===== config.mk =====
export PLATFORM = sky130hd
export DESIGN_NAME = multi_edge_detector
export DESIGN_NICKNAME = d
export VERILOG_FILES = /design/src/rtl/edge_det_pkg.sv /design/src/rtl/edge_det_chan.sv /design/src/rtl/multi_edge_detector.sv
export SDC_FILE = /design/constraint.sdc
export NUM_CORES = 1
export LEC_CHECK = 0
export CAP_MARGIN = 20
export CORE_MARGIN = 3
export CORE_UTILIZATION = 48
export CTS_CLUSTER_SIZE = 30
export DETAILED_ROUTE_END_ITERATION = 8
export GPL_TIMING_DRIVEN = 0
export HOLD_SLACK_MARGIN = 0.06
export PLACE_DENSITY_LB_ADDON = 0.15
export SETUP_SLACK_MARGIN = 0.05
export SYNTH_ARGS = -nofsm -noshare
export SYNTH_HDL_FRONTEND = slang
export SYNTH_SLANG_ARGS = --single-unit

===== constraint.sdc =====
create_clock -name clk -period 1.6 [get_ports clk]
set_input_delay 0.4 -clock clk [delete_from_list [all_inputs] [get_ports clk]]
set_output_delay 0.4 -clock clk [all_outputs]
set_load 0.02 [all_outputs]

===== src/rtl/edge_det_pkg.sv =====
// rtl/edge_det_pkg.sv - shared mode encodings and counter sizing for the multi-channel edge detector
package edge_det_pkg;

    localparam logic [1:0] MODE_OFF  = 2'b00;
    localparam logic [1:0] MODE_RISE = 2'b01;
    localparam logic [1:0] MODE_FALL = 2'b10;
    localparam logic [1:0] MODE_BOTH = 2'b11;

    // Counter must hold 0..STABLE_CYCLES-1 and never collapse below one bit.
    function automatic int cnt_width(input int stable_cycles);
        return (stable_cycles < 1) ? 1 : $clog2(stable_cycles + 1);
    endfunction

endpackage


===== src/rtl/edge_det_chan.sv =====
// rtl/edge_det_chan.sv - one channel: synchroniser, stability filter and registered rise/fall/edg pulses
module edge_det_chan
    import edge_det_pkg::*;
#(
    parameter int SYNC_STAGES   = 2,
    parameter int STABLE_CYCLES = 4
) (
    input  logic       clk,
    input  logic       rst_n,
    input  logic       level,
    input  logic [1:0] mode,
    output logic       state,
    output logic       edg,
    output logic       rise,
    output logic       fall
);

    localparam int             CW   = cnt_width(STABLE_CYCLES);
    localparam logic [CW-1:0] LAST = CW'(STABLE_CYCLES - 1);

    logic [SYNC_STAGES-1:0] sync_q;
    logic [CW-1:0]          cnt;
    logic                   s;
    logic                   accept;
    logic                   want_rise;
    logic                   want_fall;

    assign s         = sync_q[SYNC_STAGES-1];
    assign accept    = (s != state) && (cnt == LAST);
    assign want_rise = (mode == MODE_RISE) || (mode == MODE_BOTH);
    assign want_fall = (mode == MODE_FALL) || (mode == MODE_BOTH);

    always_ff @(posedge clk or negedge rst_n) begin
        if (!rst_n) begin
            sync_q <= '0;
            cnt    <= '0;
            state  <= 1'b0;
            rise   <= 1'b0;
            fall   <= 1'b0;
            edg    <= 1'b0;
        end else begin
            sync_q <= {sync_q[SYNC_STAGES-2:0], level};
            rise   <= accept & s;
            fall   <= accept & ~s;
            edg    <= accept & ((s & want_rise) | (~s & want_fall));
            // A return to the filtered level discards any partial run.
            if (s == state) begin
                cnt <= '0;
            end else if (accept) begin
                state <= s;
                cnt   <= '0;
            end else begin
                cnt <= cnt + CW'(1);
            end
        end
    end

endmodule


===== src/rtl/multi_edge_detector.sv =====
// rtl/multi_edge_detector.sv - WIDTH-channel debounced edge detector; EDGE_DET_STICKY_EN adds pend/irq
module multi_edge_detector
    import edge_det_pkg::*;
#(
    parameter int WIDTH         = 8,
    parameter int SYNC_STAGES   = 2,
    parameter int STABLE_CYCLES = 4
) (
    input  logic               clk,
    input  logic               rst_n,
    input  logic [WIDTH-1:0]   level,
    input  logic [2*WIDTH-1:0] mode,
    output logic [WIDTH-1:0]   state,
    output logic [WIDTH-1:0]   edg,
    output logic [WIDTH-1:0]   rise,
    output logic [WIDTH-1:0]   fall,
    input  logic [WIDTH-1:0]   clr,
    output logic [WIDTH-1:0]   pend,
    output logic               irq
);

    for (genvar i = 0; i < WIDTH; i++) begin : g_chan
        edge_det_chan #(
            .SYNC_STAGES  (SYNC_STAGES),
            .STABLE_CYCLES(STABLE_CYCLES)
        ) u_chan (
            .clk  (clk),
            .rst_n(rst_n),
            .level(level[i]),
            .mode (mode[2*i +: 2]),
            .state(state[i]),
            .edg  (edg[i]),
            .rise (rise[i]),
            .fall (fall[i])
        );
    end

`ifdef EDGE_DET_STICKY_EN
    // Set has priority over clear so an edge coinciding with clr is never lost.
    always_ff @(posedge clk or negedge rst_n) begin
        if (!rst_n) begin
            pend <= '0;
        end else begin
            pend <= (pend & ~clr) | edg;
        end
    end

    assign irq = |pend;
`else
    logic unused_clr;

    assign unused_clr = ^clr;
    assign pend       = '0;
    assign irq        = 1'b0;
`endif

endmodule

[Word level (Yosys, flattened, before mapping)]
Cells that the tools add are included.
Operators by class
  add/sub/neg operators: 8
  multiply operators: 0
  divide/modulo/power cells: 0
  $lt $le $gt $ge: 0
  eq/ne operators: 48
  shifts and indexed selects: 0
  muxes and demuxes: 16
  bitwise operators: 64
  reduce and logical (&&, ||, !) cells: 32
Operators by type and width (count)
  $mux 3: 16
  $and 1x1->1: 40
  $eq 2x2->1 const B: 16
  $add 3x1->3 const B: 8
  $eq 3x2->1 const B: 8
  $eq 2x1->1 const B: 8
  $logic_or 1x1->1: 16
  $not 1->1: 16
  $reduce_and 2->1: 8
  $eq 1x1->1: 8
  $logic_and 1x1->1: 8
  $ne 1x1->1: 8
  $or 1x1->1: 8
Word-level totals
  register bits: 72
  latch bits: 0
  RAM bits: 0
  memory bits (read-only): 0
  memories: 0

[Logic depth before layout (Yosys ltp)]
  depth in word-level cells: 5
  mapped depth: 3
  gate-level depth less buffers: 3

[Cells and area by module]
A second synthesis with hierarchy kept.
Second synthesis, totals
  cell total of the unflattened synthesis: 186
  area, all modules: 2733.9 µm²
Modules (own cells, without submodules)
  edge_det_chan: instances 8, cells each 22, area each 332.8 µm²
  multi_edge_detector: instances 1, cells each 10, area each 71.3 µm²

[Worst setup path after synthesis]
OpenSTA, ideal clock, no wires.
  path type: reg-to-reg
  from: register g_chan[2].u_chan.cnt[0]
  to: register g_chan[2].u_chan.state
  library setup time: 125 ps
  data arrival time: 1037 ps
  setup slack: 438 ps
  stages on the path, launching flop included: 4
  path buffers: 0
  period minus slack after synthesis: 1162 ps
  cells stage by stage: dfrtp_1 > ha_1 > nand2b_1 > mux2_2
On the way
  longest elaborated chain between the ends: 3
RTL lines
  start: declaration: line edge_det_chan.sv:22  | logic [CW-1:0] cnt;
  start signal: assignment: line edge_det_chan.sv:53  | cnt <= cnt + CW'(1);
  $eq 3x2->1: line edge_det_chan.sv:29  | assign accept = (s != state) && (cnt == LAST);
  $logic_and 1x1->1: line edge_det_chan.sv:29
  $reduce_and 2->1 (no line)
  end signal: assignment: line edge_det_chan.sv:50  | state <= s;
  end: declaration: line edge_det_chan.sv:12  | output logic state,
Every way passes these cells.
A chain may end at the register's enable or synchronous reset.

[Final worst setup path]
  from: register g_chan[2].u_chan.state
  to: output port state[2]
RTL lines
  end: declaration: line multi_edge_detector.sv:13  | output logic [WIDTH-1:0] state,
No word-level cell between the ends.

==> results.sh <==
export IMPL_fin_crit_sh_pct=94.2
export IMPL_setup_tns_ps=0
export IMPL_mostFrequentLayoutCells="dfrtp_1 (64), buf_4 (51), nor3b_1 (32), clkdlybuf4s50_1 (24), clkdlybuf4s15_1 (21)"
export IMPL_port_buffers=57
export IMPL_drive_above_1_share_pct=32.9
export IMPL_path_clk_slew_ps=70
export IMPL_drtPass1Iterations=5
export IMPL_grt_pass1_wl_mm=7.63
export IMPL_setup_viol_count_final=0
export IMPL_drv_slew=0
export IMPL_r2r_end="g_chan[2].u_chan.state$_DFFE_PN0P_"
export IMPL_root_buffer="clkbuf_8"
export IMPL_core_area_um2=5710
export IMPL_fp_row_count=27
export IMPL_rrSetupSlack_ps=340
export IMPL_clkLatencyLatePin_ps=330
export IMPL_cts_max_path_buffers=2
export IMPL_fin_area_um2=3920
export IMPL_netlist_instances=215
export IMPL_cp_start_kind="flop"
export IMPL_relSlewSlack_pct=43.1
export IMPL_ys_types=15
export IMPL_critPathMaxFanout=2
export IMPL_status="finished, final reports clean"
export IMPL_reg2reg_depth=3
export IMPL_antenna_found_initial=0
export IMPL_grt_pass1_vias=1775
export IMPL_syn_area_per_cell_um2=13.6
export IMPL_cp_required_ps=1200
export IMPL_gr_total_overflow=0
export IMPL_min_period_ps=1510
export IMPL_fin_nets=341
export IMPL_initialDrtViolationCount=45
export IMPL_die_w_um=84.2
export IMPL_die_area_um2=7080
export IMPL_area_growth_pct=33.8
export IMPL_globalplace_congestion=0.696
export IMPL_drtAntennaViolNets=0
export IMPL_critical_path_class="flop to output port"
export IMPL_power_density_nw_per_um2=1480
export IMPL_power_leakage_uw=0.00183
export IMPL_ctsHtreeMaxLevel=3
export IMPL_grt_usage_pct=13.8
export IMPL_fp_dieH_um=84.2
export IMPL_fmax_mhz=664
export IMPL_grt_max_degree=73
export IMPL_viasPerCell=4.60
export IMPL_cts_tree="built"
export IMPL_syn_area_um2=2930
export IMPL_hold_violations=0
export IMPL_final_common_cell="dfrtp_1"
export IMPL_clock_skew_ps=8.93
export IMPL_wirelength_mm=4.37
export IMPL_maxCapViolations=0
export IMPL_synth_seq_cells=72
export IMPL_floorplan_initialDensity_pct=51.3
export IMPL_worstReg2RegStart="g_chan[2].u_chan.cnt[0]$_DFF_PN0_"
export IMPL_ir_drop_v=0.000782
export IMPL_drc=0
export IMPL_fillers=431
export IMPL_clock_sinks=72
export IMPL_seq_area_frac_synth_pct=61.5
export IMPL_vias=1728
export IMPL_crit_arrival_ps=1110
export IMPL_endpoint_kind="output port"
export IMPL_tightest_slew_ps=854
export IMPL_wl_per_cell_um=11.6
export IMPL_antenna_cells=0
export IMPL_placedInstanceArea_um2=3620
export IMPL_hp_class="primary input to asynchronous set/reset pin"
export IMPL_ios=75
export IMPL_dp_hpwl_mm=2.91
export IMPL_rsz0062_at_grt="yes"
export IMPL_cts_made_buffers=9
export IMPL_synth_warnings=0
-- area by class of cell --
cell class | count | area [um^2] | area share, %
Multi-Input combinational cell | 110 | 852 | 21.7
Clock buffer | 11 | 151 | 3.86
Buffer | 41 | 308 | 7.85
Tap cell | 72 | 90.1 | 2.30
Sequential cell | 72 | 1810 | 46.2
Clock inverter | 5 | 103 | 2.62
Timing Repair Buffer | 65 | 607 | 15.5
-- critical path, stage by stage, from the launching register on --
cell	delay [ps]
dfrtp_2	410
buf_4	130
clkdlybuf4s15_2	240
-- how the worst max path moves through the flow --
stage	start	cells after the start	endpoint	slack, ps
2_1_floorplan	g_chan[2].u_chan.cnt[0]$_DFF_PN0_	3	g_chan[2].u_chan.state$_DFFE_PN0P_	440
3_3_place_gp	rst_n	1	g_chan[5].u_chan.state$_DFFE_PN0P_	-2270
3_5_place_dp	g_chan[3].u_chan.state$_DFFE_PN0P_	2	state[3]	-2
4_1_cts	g_chan[2].u_chan.edg$_DFF_PN0_	2	edg[2]	50
5_1_grt	g_chan[3].u_chan.rise$_DFF_PN0_	2	rise[3]	50
6_report	g_chan[2].u_chan.state$_DFFE_PN0P_	2	state[2]	90
-- logic make-up after synthesis --
group | Yosys count | share of synthesized area (%)
AO/OA/AOI/OAI | 8 | 1.37
XOR/XNOR | 8 | 2.39
adder cells (fa/ha/maj) | 8 | 3.41
buffers and inverters | 41 | 10.5
flip-flops | 72 | 61.5
multiplexers | 8 | 3.07
other | 1 | 0.128
AND/OR/NAND/NOR | 69 | 17.7
-- through the flow --
step / instances / hold WS, ps / total power, uW / setup slack, ps / utilization (%)
6_report: 376 / 164 / 5810 / 93.2 / 68.7
5_1_grt: 376 / 250 / 6160 / 48.9 / 68.7
4_1_cts: 376 / 201 / 5890 / 50.0 / 68.9
3_5_place_dp: 352 / 335 / 4000 / -2.41 / 63.4
3_3_place_gp: 352 / 331 / 3950 / -2270 / 63.4
2_1_floorplan: 223 / 104 / 3460 / 438 / -
-- registers in the layout, summed over array words and instances (netlist names) --
name,count
g_chan.u_chan.fall,8
g_chan.u_chan.state,8
g_chan.u_chan.edg,8
g_chan.u_chan.sync_q,16
g_chan.u_chan.rise,8
g_chan.u_chan.cnt,24
-- layer usage --
layer	track usage, %	routed length, um	vias up
met5	0	0	-
met4	9.21	102	0
met3	4.91	341	9
met2	21.2	2000	54
met1	16.2	1930	817
li1	-	-	848
-- Yosys cell counts, drive strengths merged --
cell / count / area (um^2)
nor3: 5 / 25.0
nor2b: 5 / 43.8
nor3b: 32 / 240
and3b: 1 / 8.76
dfrtp: 72 / 1800
nand2b: 8 / 65.1
buf: 41 / 308
conb: 1 / 3.75
mux2: 8 / 90.1
a21oi: 8 / 40.0
xnor2: 8 / 70.1
and2b: 2 / 15.0
nand3b: 16 / 120
ha: 8 / 100
-- report_power, final --
part	internal (uW)	total, uW	switching, uW
Clock	1120	1760	643
Combinational	952	1710	760
Sequential	2160	2340	177
-- repair_timing --
action	CTS	global route
setup endpoints to repair	32	16
pin swaps	0	0
buffers inserted	8	0
hold buffers	0	0
gates resized for setup	67	16
Note: power is estimated with default switching activity, not from simulation.
